### config.mk
export PLATFORM = sky130hd
export DESIGN_NAME = par_to_serial
export DESIGN_NICKNAME = d
export VERILOG_FILES = /design/src/rtl/par_to_serial.sv
export SDC_FILE = /design/constraint.sdc
export NUM_CORES = 1
export LEC_CHECK = 0
export ABC_AREA = 1
export BUFFER_PORTS_ARGS = -buffer_cell sky130_fd_sc_hd__buf_2
export CORE_MARGIN = 3
export CORE_UTILIZATION = 30
export DETAILED_ROUTE_END_ITERATION = 6
export GPL_TIMING_DRIVEN = 0
export PLACE_DENSITY_LB_ADDON = 0.05
export SYNTH_ARGS = -nofsm -noshare
export SYNTH_HDL_FRONTEND = slang
export SYNTH_SLANG_ARGS = --single-unit
export TNS_END_PERCENT = 30
### constraint.sdc
create_clock -name clk -period 3.7 [get_ports clk]
set_input_delay 0.555 -clock clk [delete_from_list [all_inputs] [get_ports clk]]
set_output_delay 0.555 -clock clk [all_outputs]
set_load 0.01 [all_outputs]
### src/rtl/par_to_serial.sv
// Byte-to-bit serializer: shifts bytes out MSB-first at 8x the byte rate,
// sending COM alignment symbols after reset and COM fill on idle slots.
module par_to_serial #(
    parameter logic [7:0] COM_SYMBOL    = 8'hBC,
    parameter int         ALIGN_SYMBOLS = 4
) (
    input  logic       clk,
    input  logic       reset,
    input  logic [7:0] data_in,
    input  logic       valid_in,
    output logic       in_ready,
    output logic       data_out,
    output logic       frame_start,
    output logic       is_data,
    output logic       active
);

    typedef enum logic {ALIGN, ACTIVE} state_t;

    localparam logic [7:0] ALIGN_LAST = 8'(ALIGN_SYMBOLS - 1);

    state_t     state_q,     state_d;
    logic [7:0] shift_q,     shift_d;
    logic [2:0] bit_cnt_q,   bit_cnt_d;
    logic [7:0] align_cnt_q, align_cnt_d;
    logic       is_data_q,   is_data_d;
    logic       boundary;

    assign boundary    = (bit_cnt_q == 3'd7);
    assign in_ready    = boundary && ((state_q == ACTIVE) || (align_cnt_q == ALIGN_LAST));
    assign data_out    = shift_q[7];
    assign frame_start = (bit_cnt_q == 3'd0);
    assign is_data     = is_data_q;
    assign active      = (state_q == ACTIVE);

    always_comb begin
        state_d     = state_q;
        shift_d     = {shift_q[6:0], 1'b0};
        bit_cnt_d   = bit_cnt_q + 3'd1;
        align_cnt_d = align_cnt_q;
        is_data_d   = is_data_q;

        if (boundary) begin
            if (state_q == ALIGN && align_cnt_q < ALIGN_LAST) begin
                align_cnt_d = align_cnt_q + 8'd1;
                shift_d     = COM_SYMBOL;
                is_data_d   = 1'b0;
            end else begin
                // Last alignment slot loads exactly like an ACTIVE slot.
                state_d = ACTIVE;
                if (valid_in) begin
                    shift_d   = data_in;
                    is_data_d = 1'b1;
                end else begin
                    shift_d   = COM_SYMBOL;
                    is_data_d = 1'b0;
                end
            end
        end
    end

    always_ff @(posedge clk or posedge reset) begin
        if (reset) begin
            state_q     <= ALIGN;
            shift_q     <= COM_SYMBOL;
            bit_cnt_q   <= 3'd0;
            align_cnt_q <= 8'd0;
            is_data_q   <= 1'b0;
        end else begin
            state_q     <= state_d;
            shift_q     <= shift_d;
            bit_cnt_q   <= bit_cnt_d;
            align_cnt_q <= align_cnt_d;
            is_data_q   <= is_data_d;
        end
    end

endmodule

# Yosys cells after proc, flatten, opt, wreduce, memory -nomap -nowiden
# Index checks and enable logic that the tools add are counted.
# word_totals
regBits	21
inputBits	11
output_inout_bits	5
wordCells	23
# classes
n_addsub	2
magnitude_cmp	1
eq_ne	2
n_mux	5
bitwise	2
reduce_logical	6
# op_table
op	n
two-way mux 8 bit	3
adder 8 x 1 -> 8 bit (second input constant)	1
equality test 8 x 2 -> 1 bit (second input constant)	1
< comparator 8 x 2 -> 1 bit (second input constant)	1
AND reduction 2 bit	2
adder 3 x 1 -> 3 bit (second input constant)	1
equality test 3 bit (second input constant)	1
zero test 3 bit	1
logical AND 1 bit	2
two-way mux 1 bit	2
NOT 1 bit	2
logical OR 1 bit	1

# Depth between registers and ports, before layout
# depth
ltp_word	4
depth_mapped	7
ltp_nobuf	7

# Worst setup path after synthesis
# OpenSTA, ideal clock, no wires.
# synth_timing
kind	reg2out
startpoint	register bit_cnt_q[0]
endpoint	output port in_ready
arrival_time_ns	1.087
required_ns	3.145
setup_slack_ns	2.058
stages_incl_launch_ff	5
n_path_buf	0
cell_sequence	dfrtp_1 ha_1 ha_1 clkinv_1 a21oi_1
# synth_via
elab_chain_cells	2
# synth_lines
element	line_no	source
from (decl)	24	logic [2:0] bit_cnt_q, bit_cnt_d;
from (signal assigned)	72	bit_cnt_q <= bit_cnt_d;
equality test 3 bit	29	assign boundary = (bit_cnt_q == 3'd7);
logical AND 1 bit	30	assign in_ready = boundary && ((state_q == ACTIVE) || (align_cnt_q == ALIGN_LAST));
to (decl)	11	output logic in_ready,
# Every way passes these cells.

# Final worst setup path
# Same ends and word-level chain as after synthesis.

==> summary.md <==
| Metric | Value |
|---|---|
| Run status | `finished clean` |
| Max Freq | `0.4553 GHz` |
| Worst relative slew slack | `48.21%` |
| Post-Syn Area | `927.1 sq um` |
| CP arrival | `1.64 ns` |
| DP HPWL | `1144 microns` |
| GRT Residual Overflow | `0` |
| IO Pins | `16` |
| Post-Syn Area per Cell | `9.461 sq um` |
| Power per cell area | `336.9 nW/um^2` |
| Die ar. | `3793 sq um` |
| Layout overhead on the synthesized area | `15.11%` |
| Routed Wire Length | `1479 microns` |
| CTS sink count | `21` |
| Cts hold-fix bufs | `0` |
| Final Power | `0.3595 mW` |
| Clock Latency Late Sink | `0.29 ns` |
| Final Hold Vio Count | `0` |
| Post-CTS Setup Repair Bufs | `0` |
| Async SR Flop Fraction | `100.0%` |
| Pre-CTS setup slack | `1.797 ns` |
| Final core utilization | `37.41%` |
| WS Path Type | `reg -> out` |
| DR DRC count | `0` |
| Worst-path clk slew | `0.10 ns` |
| Critical path's largest stage delay | `0.36 ns` |
| Rows | `19` |
| CP top delay family | `buffers and inverters` |
| CTS max path bufs | `2` |
| Most frequent CP cell | `ha_1` |
| PortBufs | `15` |
| Final worst path period share | `59.36%` |
| Tot GR Track Use | `9.702%` |
| Gate Count Post-Synth | `98` |
| Crit path buf inv count | `2` |
| Post-synth cell types | `21` |
| CTS Buf Count | `3` |
| Worst setup EP type | `primary output` |
| Vias in the first global route | `629` |
| CP Cell Sequence | `ha_1 -> ha_1 -> clkinv_1 -> a21oi_1 -> buf_2` |
| First-pass GRT wire length | `2642 microns` |
| Max VDD drop | `199.5 uV` |
| DIE WIDTH | `61.59 microns` |
| Fraction of layout instances using a drive strength above 1 | `29.06%` |
| Setup-failing EPs final | `0` |
| Pre-antenna DRT Iters | `4` |
| Synthesis Warnings | `0` |
| Crit path max fanout | `10` |
| Fillers | `314` |
| Commonest non-fill, non-tap cell in the layout | `nand2_1` |
| Wire per inst | `9.993 microns` |
| Worst setup margin | `1.504 ns` |
| Largest net degree at the start of global routing | `22` |
| Leak pwr | `0.5599 nW` |
| 1st-iter DRT viols | `11` |
| MaxCap Viol Count | `0` |
| Worst path required time | `3.14 ns` |
| Post_cts resized | `0` |
| Unrepaired setup endpoints after global routing | `false` |
| Most frequent cells in the layout | `nand2_1 (27), buf_2 (16), dfrtp_1 (16)` |
| Worst slew pin tran | `0.7760 ns` |
| H-tree levels | `1` |
| Main synth FF type | `dfrtp_1` |
| Final net count | `133` |
| Flop and latch count out of synthesis | `21` |
| Worst Skew | `0.002608 ns` |
| Initial antenna violation count | `0` |
| GP Congestion | `0.6816` |
| Startpoint Class | `flop` |
| Initial Util | `32.50%` |
| CTS tree | `built` |
| Via Count | `657` |
| Routed vias/inst | `4.439` |
| Chip height | `61.59 microns` |
| Post-synth EDFFs | `0` |
| Post-route ant nets | `0` |
| Tmin final | `2.196 ns` |
| Setup TNS after final layout | `0 ns` |
| Max Slew Vio Count | `0` |
| Core Area | `2853 sq um` |
| Root buf cell | `clkbuf_4` |
| Slowest CP cell | `dfrtp_1` |
| Sequential fraction of the synthesis area | `57.35%` |
| Hold/Removal Path Class | `in -> async` |
| Syn Nets | `113` |
| ANT cells | `0` |
logic make-up (layout without fill, tap and decap cells):
family | Yosys count | after routing | share of synthesized area [%]
flip-flops | 21 | 21 | 57.35
buffers and inverters | 17 | 36 | 7.016
AND/OR/NAND/NOR | 49 | 49 | 26.45
adder cells (fa/ha/maj) | 4 | 4 | 5.398
AO/OA/AOI/OAI | 7 | 7 | 3.778
synthesized netlist by cell type, types with 2 or more instances:
cell / n / area [sq um]
nand3b_1: 3 / 22.52
nand2_1: 27 / 101.4
clkbuf_1: 6 / 22.52
dfstp_2: 5 / 131.4
o21ai_0: 4 / 20.02
nor2_1: 8 / 30.03
o21ai_1: 2 / 10.01
inv_1: 8 / 30.03
nand2_2: 3 / 18.77
dfrtp_1: 16 / 400.4
ha_1: 4 / 50.05
nor2_4: 3 / 33.78
through the flow:
step / hold slack, ns / cell area, sq um / cells
after floorplan: 0.4182 / 927.1 / 98
after global placement: 0.4336 / 1041 / 144
after detailed placement: 0.4351 / 1041 / 144
after CTS: 0.4100 / 1067 / 148
after global routing: 0.4391 / 1067 / 148
final: 0.3848 / 1067 / 148
flip-flops by register name, indices dropped and copies added, names as in the netlist:
signal and count:
is_data 1, shift_q 8, bit_cnt_q 3, active 1, align_cnt_q 8
layout make-up:
type / count / area [sq um] / share of cell area, %
inverters: 10 / 37.54 / 3.517
multi-input cells: 60 / 330.3 / 30.95
well taps: 31 / 38.79 / 3.634
clock buffers: 4 / 26.28 / 2.462
repair buffers: 15 / 75.07 / 7.034
flip-flops and latches: 21 / 531.8 / 49.82
plain buffers: 7 / 27.53 / 2.579
path summary, 6_finish.rpt:
check                                                 from                         end  slack [ns]  cells past startpoint
worst min register to register      bit_cnt_q[0]$_DFF_PP0_      bit_cnt_q[0]$_DFF_PP0_        0.45                      1
worst max-delay path                bit_cnt_q[0]$_DFF_PP0_                    in_ready        1.50                      5
min in group clk                    bit_cnt_q[0]$_DFF_PP0_      bit_cnt_q[0]$_DFF_PP0_        0.45                      1
worst min-delay path                                 reset      bit_cnt_q[2]$_DFF_PP0_        0.38                      2
worst max register to register  align_cnt_q[0]$_DFFE_PP0P_  align_cnt_q[0]$_DFFE_PP0P_        2.39                      7
max in group asynchronous                            reset  align_cnt_q[3]$_DFFE_PP0P_        2.83                      2
report_power, final:
group | internal (mW) | switching [mW] | total (mW)
combinational | 0.00811 | 0.0109 | 0.0190
clock | 0.0419 | 0.0614 | 0.103
sequential | 0.236 | 0.00126 | 0.237
per-layer routing:
layer | share of wire [%] | up-vias | wire, microns | GRT usage (%)
li1 | - | 337 | - | -
met1 | 46 | 309 | 685 | 11.25
met2 | 48 | 9 | 717 | 15.99
met3 | 4.0 | 2 | 59 | 3.983
met4 | 1.1 | 0 | 17 | 3.636
met5 | 0 | - | 0 | 0
worst reg2reg max path, stage by stage (launching register included):
cell,delay (ns)
dfrtp_1,0.41
ha_1,0.22
nor2_1,0.13
nand2_2,0.14
nor2_4,0.15
nand2_2,0.07
nand2_1,0.06
nand2_1,0.04
No activity file was read; power rests on OpenSTA's default activity.
